**src/rtl/jtag_reg_bridge.sv**
```systemverilog
// BSCAN user-chain to register-access bridge, oversampling the JTAG pins on clk.
// Optional macro JTAG_REG_BRIDGE_READBACK_EN: capture returns control registers instead of stat_in.
module jtag_reg_bridge #(
    parameter int DATA_W      = 16,
    parameter int NUM_REGS    = 8,
    parameter int ADDR_W      = 3,
    parameter int SYNC_STAGES = 2
) (
    input  logic                         clk,
    input  logic                         rst_n,
    input  logic                         jtag_tck,
    input  logic                         jtag_tdi,
    input  logic                         jtag_sel,
    input  logic                         jtag_capture,
    input  logic                         jtag_shift,
    input  logic                         jtag_update,
    input  logic                         jtag_reset,
    output logic                         jtag_tdo,
    input  logic [NUM_REGS*DATA_W-1:0]   stat_in,
    output logic [NUM_REGS*DATA_W-1:0]   reg_out,
    output logic                         wr_stb,
    output logic [ADDR_W-1:0]            wr_addr,
    output logic                         err
);

    localparam int DR_W  = 1 + ADDR_W + DATA_W;
    localparam int DEPTH = 2 ** ADDR_W;
    localparam logic [ADDR_W:0] NUM_REGS_C = (ADDR_W + 1)'(NUM_REGS);

    localparam int S_TCK = 0;
    localparam int S_TDI = 1;
    localparam int S_SEL = 2;
    localparam int S_CAP = 3;
    localparam int S_SHF = 4;
    localparam int S_UPD = 5;
    localparam int S_RST = 6;

    logic [6:0]        w_jtag_in;
    logic [6:0]        r_sync [SYNC_STAGES];
    logic              w_tck_s, w_tdi_s, w_sel_s, w_cap_s, w_shf_s, w_upd_s, w_rst_s;
    logic              r_tck_prev, r_upd_prev;
    logic              w_tck_rise, w_update_rise;

    logic [DR_W-1:0]   r_sr;
    logic [ADDR_W-1:0] r_rd_addr;
    logic [ADDR_W-1:0] r_wr_addr;
    logic              r_wr_stb;
    logic              r_err;
    logic              r_tdo;
    logic [DATA_W-1:0] r_regs [NUM_REGS];

    logic [ADDR_W-1:0] w_upd_addr;
    logic [ADDR_W-1:0] w_cap_addr;
    logic [DATA_W-1:0] w_upd_data;
    logic              w_upd_wr;
    logic              w_upd_in_range;
    logic              w_do_write;
    logic [DATA_W-1:0] w_rd_words [DEPTH];

    assign w_jtag_in = {jtag_reset, jtag_update, jtag_shift, jtag_capture,
                        jtag_sel, jtag_tdi, jtag_tck};

    always_ff @(posedge clk) begin
        if (!rst_n) begin
            for (int i = 0; i < SYNC_STAGES; i++) r_sync[i] <= '0;
        end else begin
            r_sync[0] <= w_jtag_in;
            for (int i = 1; i < SYNC_STAGES; i++) r_sync[i] <= r_sync[i-1];
        end
    end

    assign w_tck_s = r_sync[SYNC_STAGES-1][S_TCK];
    assign w_tdi_s = r_sync[SYNC_STAGES-1][S_TDI];
    assign w_sel_s = r_sync[SYNC_STAGES-1][S_SEL];
    assign w_cap_s = r_sync[SYNC_STAGES-1][S_CAP];
    assign w_shf_s = r_sync[SYNC_STAGES-1][S_SHF];
    assign w_upd_s = r_sync[SYNC_STAGES-1][S_UPD];
    assign w_rst_s = r_sync[SYNC_STAGES-1][S_RST];

    assign w_tck_rise    = w_tck_s & ~r_tck_prev;
    assign w_update_rise = w_upd_s & ~r_upd_prev & w_sel_s;

    assign w_upd_addr     = r_sr[DATA_W +: ADDR_W];
    assign w_upd_data     = r_sr[DATA_W-1:0];
    assign w_upd_wr       = r_sr[DR_W-1];
    assign w_upd_in_range = ({1'b0, w_upd_addr} < NUM_REGS_C);
    assign w_do_write     = w_update_rise & ~w_rst_s & w_upd_wr & w_upd_in_range;
    // A capture coinciding with an update sees the freshly selected address.
    assign w_cap_addr     = w_update_rise ? w_upd_addr : r_rd_addr;

    // Read words padded to the full address space; unpopulated slots read as 0.
    genvar gi;
    generate
        for (gi = 0; gi < DEPTH; gi++) begin : g_rd_words
            if (gi < NUM_REGS) begin : g_pop
`ifdef JTAG_REG_BRIDGE_READBACK_EN
                assign w_rd_words[gi] = r_regs[gi];
`else
                assign w_rd_words[gi] = stat_in[gi*DATA_W +: DATA_W];
`endif
            end else begin : g_empty
                assign w_rd_words[gi] = '0;
            end
        end
        for (gi = 0; gi < NUM_REGS; gi++) begin : g_reg_out
            assign reg_out[gi*DATA_W +: DATA_W] = r_regs[gi];
        end
    endgenerate

    always_ff @(posedge clk) begin
        if (!rst_n) begin
            for (int i = 0; i < NUM_REGS; i++) r_regs[i] <= '0;
        end else begin
            for (int i = 0; i < NUM_REGS; i++) begin
                if (w_do_write && (w_upd_addr == ADDR_W'(i))) r_regs[i] <= w_upd_data;
            end
        end
    end

    always_ff @(posedge clk) begin
        if (!rst_n) begin
            r_sr       <= '0;
            r_rd_addr  <= '0;
            r_wr_addr  <= '0;
            r_wr_stb   <= 1'b0;
            r_err      <= 1'b0;
            r_tdo      <= 1'b0;
            r_tck_prev <= 1'b0;
            r_upd_prev <= 1'b0;
        end else begin
            r_tck_prev <= w_tck_s;
            r_upd_prev <= w_upd_s;
            r_tdo      <= r_sr[0];
            r_wr_stb   <= 1'b0;
            if (w_rst_s) begin
                r_sr      <= '0;
                r_rd_addr <= '0;
            end else begin
                if (w_update_rise) begin
                    r_rd_addr <= w_upd_addr;
                    if (!w_upd_in_range) begin
                        r_err <= 1'b1;
                    end else if (w_upd_wr) begin
                        r_wr_addr <= w_upd_addr;
                        r_wr_stb  <= 1'b1;
                    end
                end
                if (w_tck_rise && w_sel_s) begin
                    if (w_cap_s)
                        r_sr <= {1'b0, w_cap_addr, w_rd_words[w_cap_addr]};
                    else if (w_shf_s)
                        r_sr <= {w_tdi_s, r_sr[DR_W-1:1]};
                end
            end
        end
    end

    assign jtag_tdo = r_tdo;
    assign wr_stb   = r_wr_stb;
    assign wr_addr  = r_wr_addr;
    assign err      = r_err;

endmodule

```
**config.mk**
```make
export PLATFORM = sky130hd
export DESIGN_NAME = jtag_reg_bridge
export DESIGN_NICKNAME = d
export VERILOG_FILES = /design/src/rtl/jtag_reg_bridge.sv
export SDC_FILE = /design/constraint.sdc
export NUM_CORES = 1
export LEC_CHECK = 0
export ABC_AREA = 1
export BUFFER_PORTS_ARGS = -buffer_cell sky130_fd_sc_hd__buf_2
export CORE_ASPECT_RATIO = 1.75
export CORE_MARGIN = 1.5
export CORE_UTILIZATION = 46
export DETAILED_ROUTE_END_ITERATION = 7
export MAX_ROUTING_LAYER = met4
export PLACE_DENSITY = 0.74
export SYNTH_ARGS = -nofsm -noshare
export SYNTH_HDL_FRONTEND = slang
export SYNTH_SLANG_ARGS = --single-unit
```
**constraint.sdc**
```tcl
create_clock -name clk -period 1.95 [get_ports clk]
set_input_delay 0.39 -clock clk [delete_from_list [all_inputs] [get_ports clk]]
set_output_delay 0.39 -clock clk [all_outputs]
set_load 0.02 [all_outputs]
```
==> results.md <==
- Result of the run: complete, no violations
- Count of antenna diodes in the layout: 0
- Filler Cells Inserted: 1501
- Pins over their slew limit: 0
- Source of the worst hold timing path: jtag_reset
- Layout overhead on the synthesized area: 30.2%
- Synth Net Count: 1042
- DRC violation total after the first TritonRoute iteration: 301
- Yosys warns: 0
- Clock Skews: 11.7 ps
- CTS clk-pin slew, worst paths: 70 ps
- Starting utilization of the core area: 0.466
- Grt peak-use layer: met2
- CTS tree: yes
- Post-layout net count: 1310
- Internal power: 0.00620 W
- Per-instance average area after synthesis: 8.65 sq um
- Number of violations of the max-capacitance limit: 0
- Setup WS post-layout: 155 ps
- Reg-to-reg endpoint: r_sr[4]$_SDFFE_PP0P_
- Post-DR wirelength/cell: 15.1 um
- CP Launch Point: r_sync[0][12]$_SDFF_PN0_
- Maximum fanout along the worst path: 32
- Clk network pwr share: 0.415
- Library cell with the largest summed area after synthesis: edfxtp_1
- Met1 track utilization from global routing: 0.252
- Leading cell type in the layout, fill and taps excluded: buf_2
- Congestion Overflow GR: 0
- Final std cells w/o fill: 1413
- CP required: 2310 ps
- Reported leakage power: 5.10 nW
- Endpoint of the worst hold-timing path: r_sync[0][6]$_SDFF_PN0_
- Number of buffers added on ports: 269
- Fraction of layout instances using a drive strength above 1: 0.286
- Most used cells in the layout excluding fill and tap cells: buf_2, nand2_1, inv_1, nor2_1, edfxtp_1
- Worst-case setup slack after placement: 171 ps
- Number of storage elements in the synthesis netlist: 172
- Hold WC Path Type: in -> reg
- GRT Resource Usage Total: 0.242
- Synthesized cell area: 7830 sq um
- Leading cell types by total area after synthesis: edfxtp_1, dfxtp_1, nand2_1
- Max rail drop VDD: 519 uV
- Setup slack of the most critical reg-to-reg path: 160 ps
- Switching share of power: 0.230
- Global routing met2 resource utilization: 0.449
- Final setup violating endpoints: 0
- Skew-Pair Late Insertion Delay: 420 ps
- Total die area: 17800 sq um
- Sequential fraction of the synthesis area: 0.603
- Number of distinct library cell variants in the gate-level netlist after synthesis: 21
- Inst Count DP: 1379
- Combinational fraction of design power: 0.081
- Worst Path Class, Setup: reg -> reg
- Detailed Routing Iterations Pass 1: 5
- Mapped Cells: 905
- Clock H-tree levels: 4
- Unrepaired setup endpoints after global routing: false
- Fmax: 0.557 GHz
- Clock Path Buffers: 2
- Power density over cell area: 790 nW/um^2
- Placer Congestion: 0.851
- Worst r2r path cells: 11
- Detail-routed via count per cell: 4.75
- Clock root buffer: clkbuf_16
- RR Startpoint: r_sync[0][12]$_SDFF_PN0_
- Number of buffers created by CTS: 17
- Grt met3 use: 0.0338
- Number of cell rows: 63
- Largest net degree at the start of global routing: 65
- Cts hold-fix bufs: 0
- Element type at the critical path end: flip-flop
- Switching power summed over all nets: 0.00186 W
- Via count of the first global-routing pass: 6266
- Total detailed-routing wirelength: 21400 um
- Min cycle time layout: 1790 ps
- Flop pwr share: 0.504
- Wire length of the first global-routing pass: 31600 um
- Detail Route Antenna Nets: 0
- Remaining routing DRC violations: 0
- Ratio of final minimum period to clock period: 0.920
- Cell depth of the worst min-delay path: 3
- Final Hold Fails: 0
- Fraction of post-synthesis cell area in the top cell type by area: 0.491
- Startpoint types: flip-flop
- Vert. Die Dim: 176 um
- Estimated wirelength of the detail-placed design: 15900 um
- Count of vias placed by the detailed router: 6707
- Die width: 102 um
- Number of antenna violations at the first check in global routing: 0
- Total core area: 16800 sq um
- Crit path arrival time: 2150 ps
- IO Count: 271
- Number of clock sinks: 172
==> repair_timing <==
action                                  CTS  global route
setup buffers                             0             0
endpoints found under the hold margin     0             0
gates resized for setup                   0             1
endpoints found under the setup margin    0             2
==> Yosys cell counts <==
| cell | n |
|---|---|
| nor2_2 | 1 |
| nand3b_1 | 32 |
| o21ai_0 | 18 |
| nor2_1 | 140 |
| a21oi_1 | 6 |
| inv_1 | 142 |
| a221oi_1 | 3 |
| o21ai_2 | 1 |
| nand3_2 | 2 |
| clkbuf_1 | 22 |
| edfxtp_1 | 128 |
| nand2_1 | 230 |
| conb_1 | 1 |
| nor3_1 | 1 |
| nand3_1 | 102 |
| o21ai_1 | 2 |
| dfxtp_1 | 44 |
| buf_4 | 1 |
| inv_2 | 3 |
| nand4_1 | 1 |
| buf_2 | 25 |
==> critical path, stage by stage (launching register included) <==
cell and delay (ps):
dfxtp_1 360, nand3_2 220, nand2_4 220, nand2_2 150, buf_12 200, nand2_1 80, nand3_1 60, nand2_1 120
nand2_1 70, nand2_1 110, nor2_1 60, nor2_1 80
==> power by group through the flow <==
stage / Clock (W) / Sequential [W] / Combinational, W
2_1_floorplan: 0 / 0.00426 / 0.000215
5_1_grt: 0.00353 / 0.00406 / 0.000717
4_1_cts: 0.00339 / 0.00406 / 0.000662
6_report: 0.00334 / 0.00406 / 0.000656
3_5_place_dp: 0 / 0.00414 / 0.000660
3_3_place_gp: 0 / 0.00413 / 0.000659
==> logic make-up (layout without fill, tap and decap cells) <==
kind of cell,after synthesis,in the layout,share of synthesized area
DFF,172,172,0.603
and+or+nand+nor,509,509,0.278
buffers and inverters,193,474,0.0970
AOI/OAI and AO/OA,30,30,0.0211
other,1,1,0.000479
==> layout make-up <==
cell class,instances,area (sq um),share of cell area
clock buffers,17,425,0.0417
clock inverters,15,165,0.0162
inverters,145,544,0.0534
multi-input cells,540,2360,0.231
flip-flops and latches,172,4720,0.463
well taps,227,284,0.0279
repair buffers,297,1690,0.166
==> state kept, by name, summed over array words and instances (netlist names) <==
name	flops
r_sync	14
wr_addr	3
r_regs	128
r_upd_prev	1
r_sr	20
r_rd_addr	3
jtag_tdo	1
wr_stb	1
r_tck_prev	1
==> per-layer routing <==
metal,up-vias,part of all wire
li1,3377,-
met2,258,0.57
met4,0,0.024
met1,3043,0.36
met3,29,0.046
met5,-,0
==> worst max path at each step <==
stage                     cells after the start                          to  slack, ps
final                                        11        r_sr[4]$_SDFFE_PP0P_        160
after global routing                         11       r_sr[12]$_SDFFE_PP0P_         20
after CTS                                    10       r_sr[12]$_SDFFE_PP0P_        160
after detailed placement                     10       r_sr[12]$_SDFFE_PP0P_        170
after global placement                       10       r_sr[12]$_SDFFE_PP0P_        210
after floorplan                               7  r_regs[0][0]$_SDFFCE_PN0P_        -70
==> per-stage QoR <==
step / power [W] / instance area [sq um] / util / setup TNS (ps) / hold WS, ps
6_report: 0.00805 / 10200 / 0.607 / 0 / 152
5_1_grt: 0.00831 / 10200 / 0.607 / 0 / 139
4_1_cts: 0.00810 / 10100 / 0.604 / 0 / 132
3_5_place_dp: 0.00480 / 9550 / 0.569 / 0 / 395
3_3_place_gp: 0.00479 / 9550 / 0.569 / 0 / 396
2_1_floorplan: 0.00448 / 7830 / - / -3170 / 390
No activity file was read; power rests on OpenSTA's default activity.
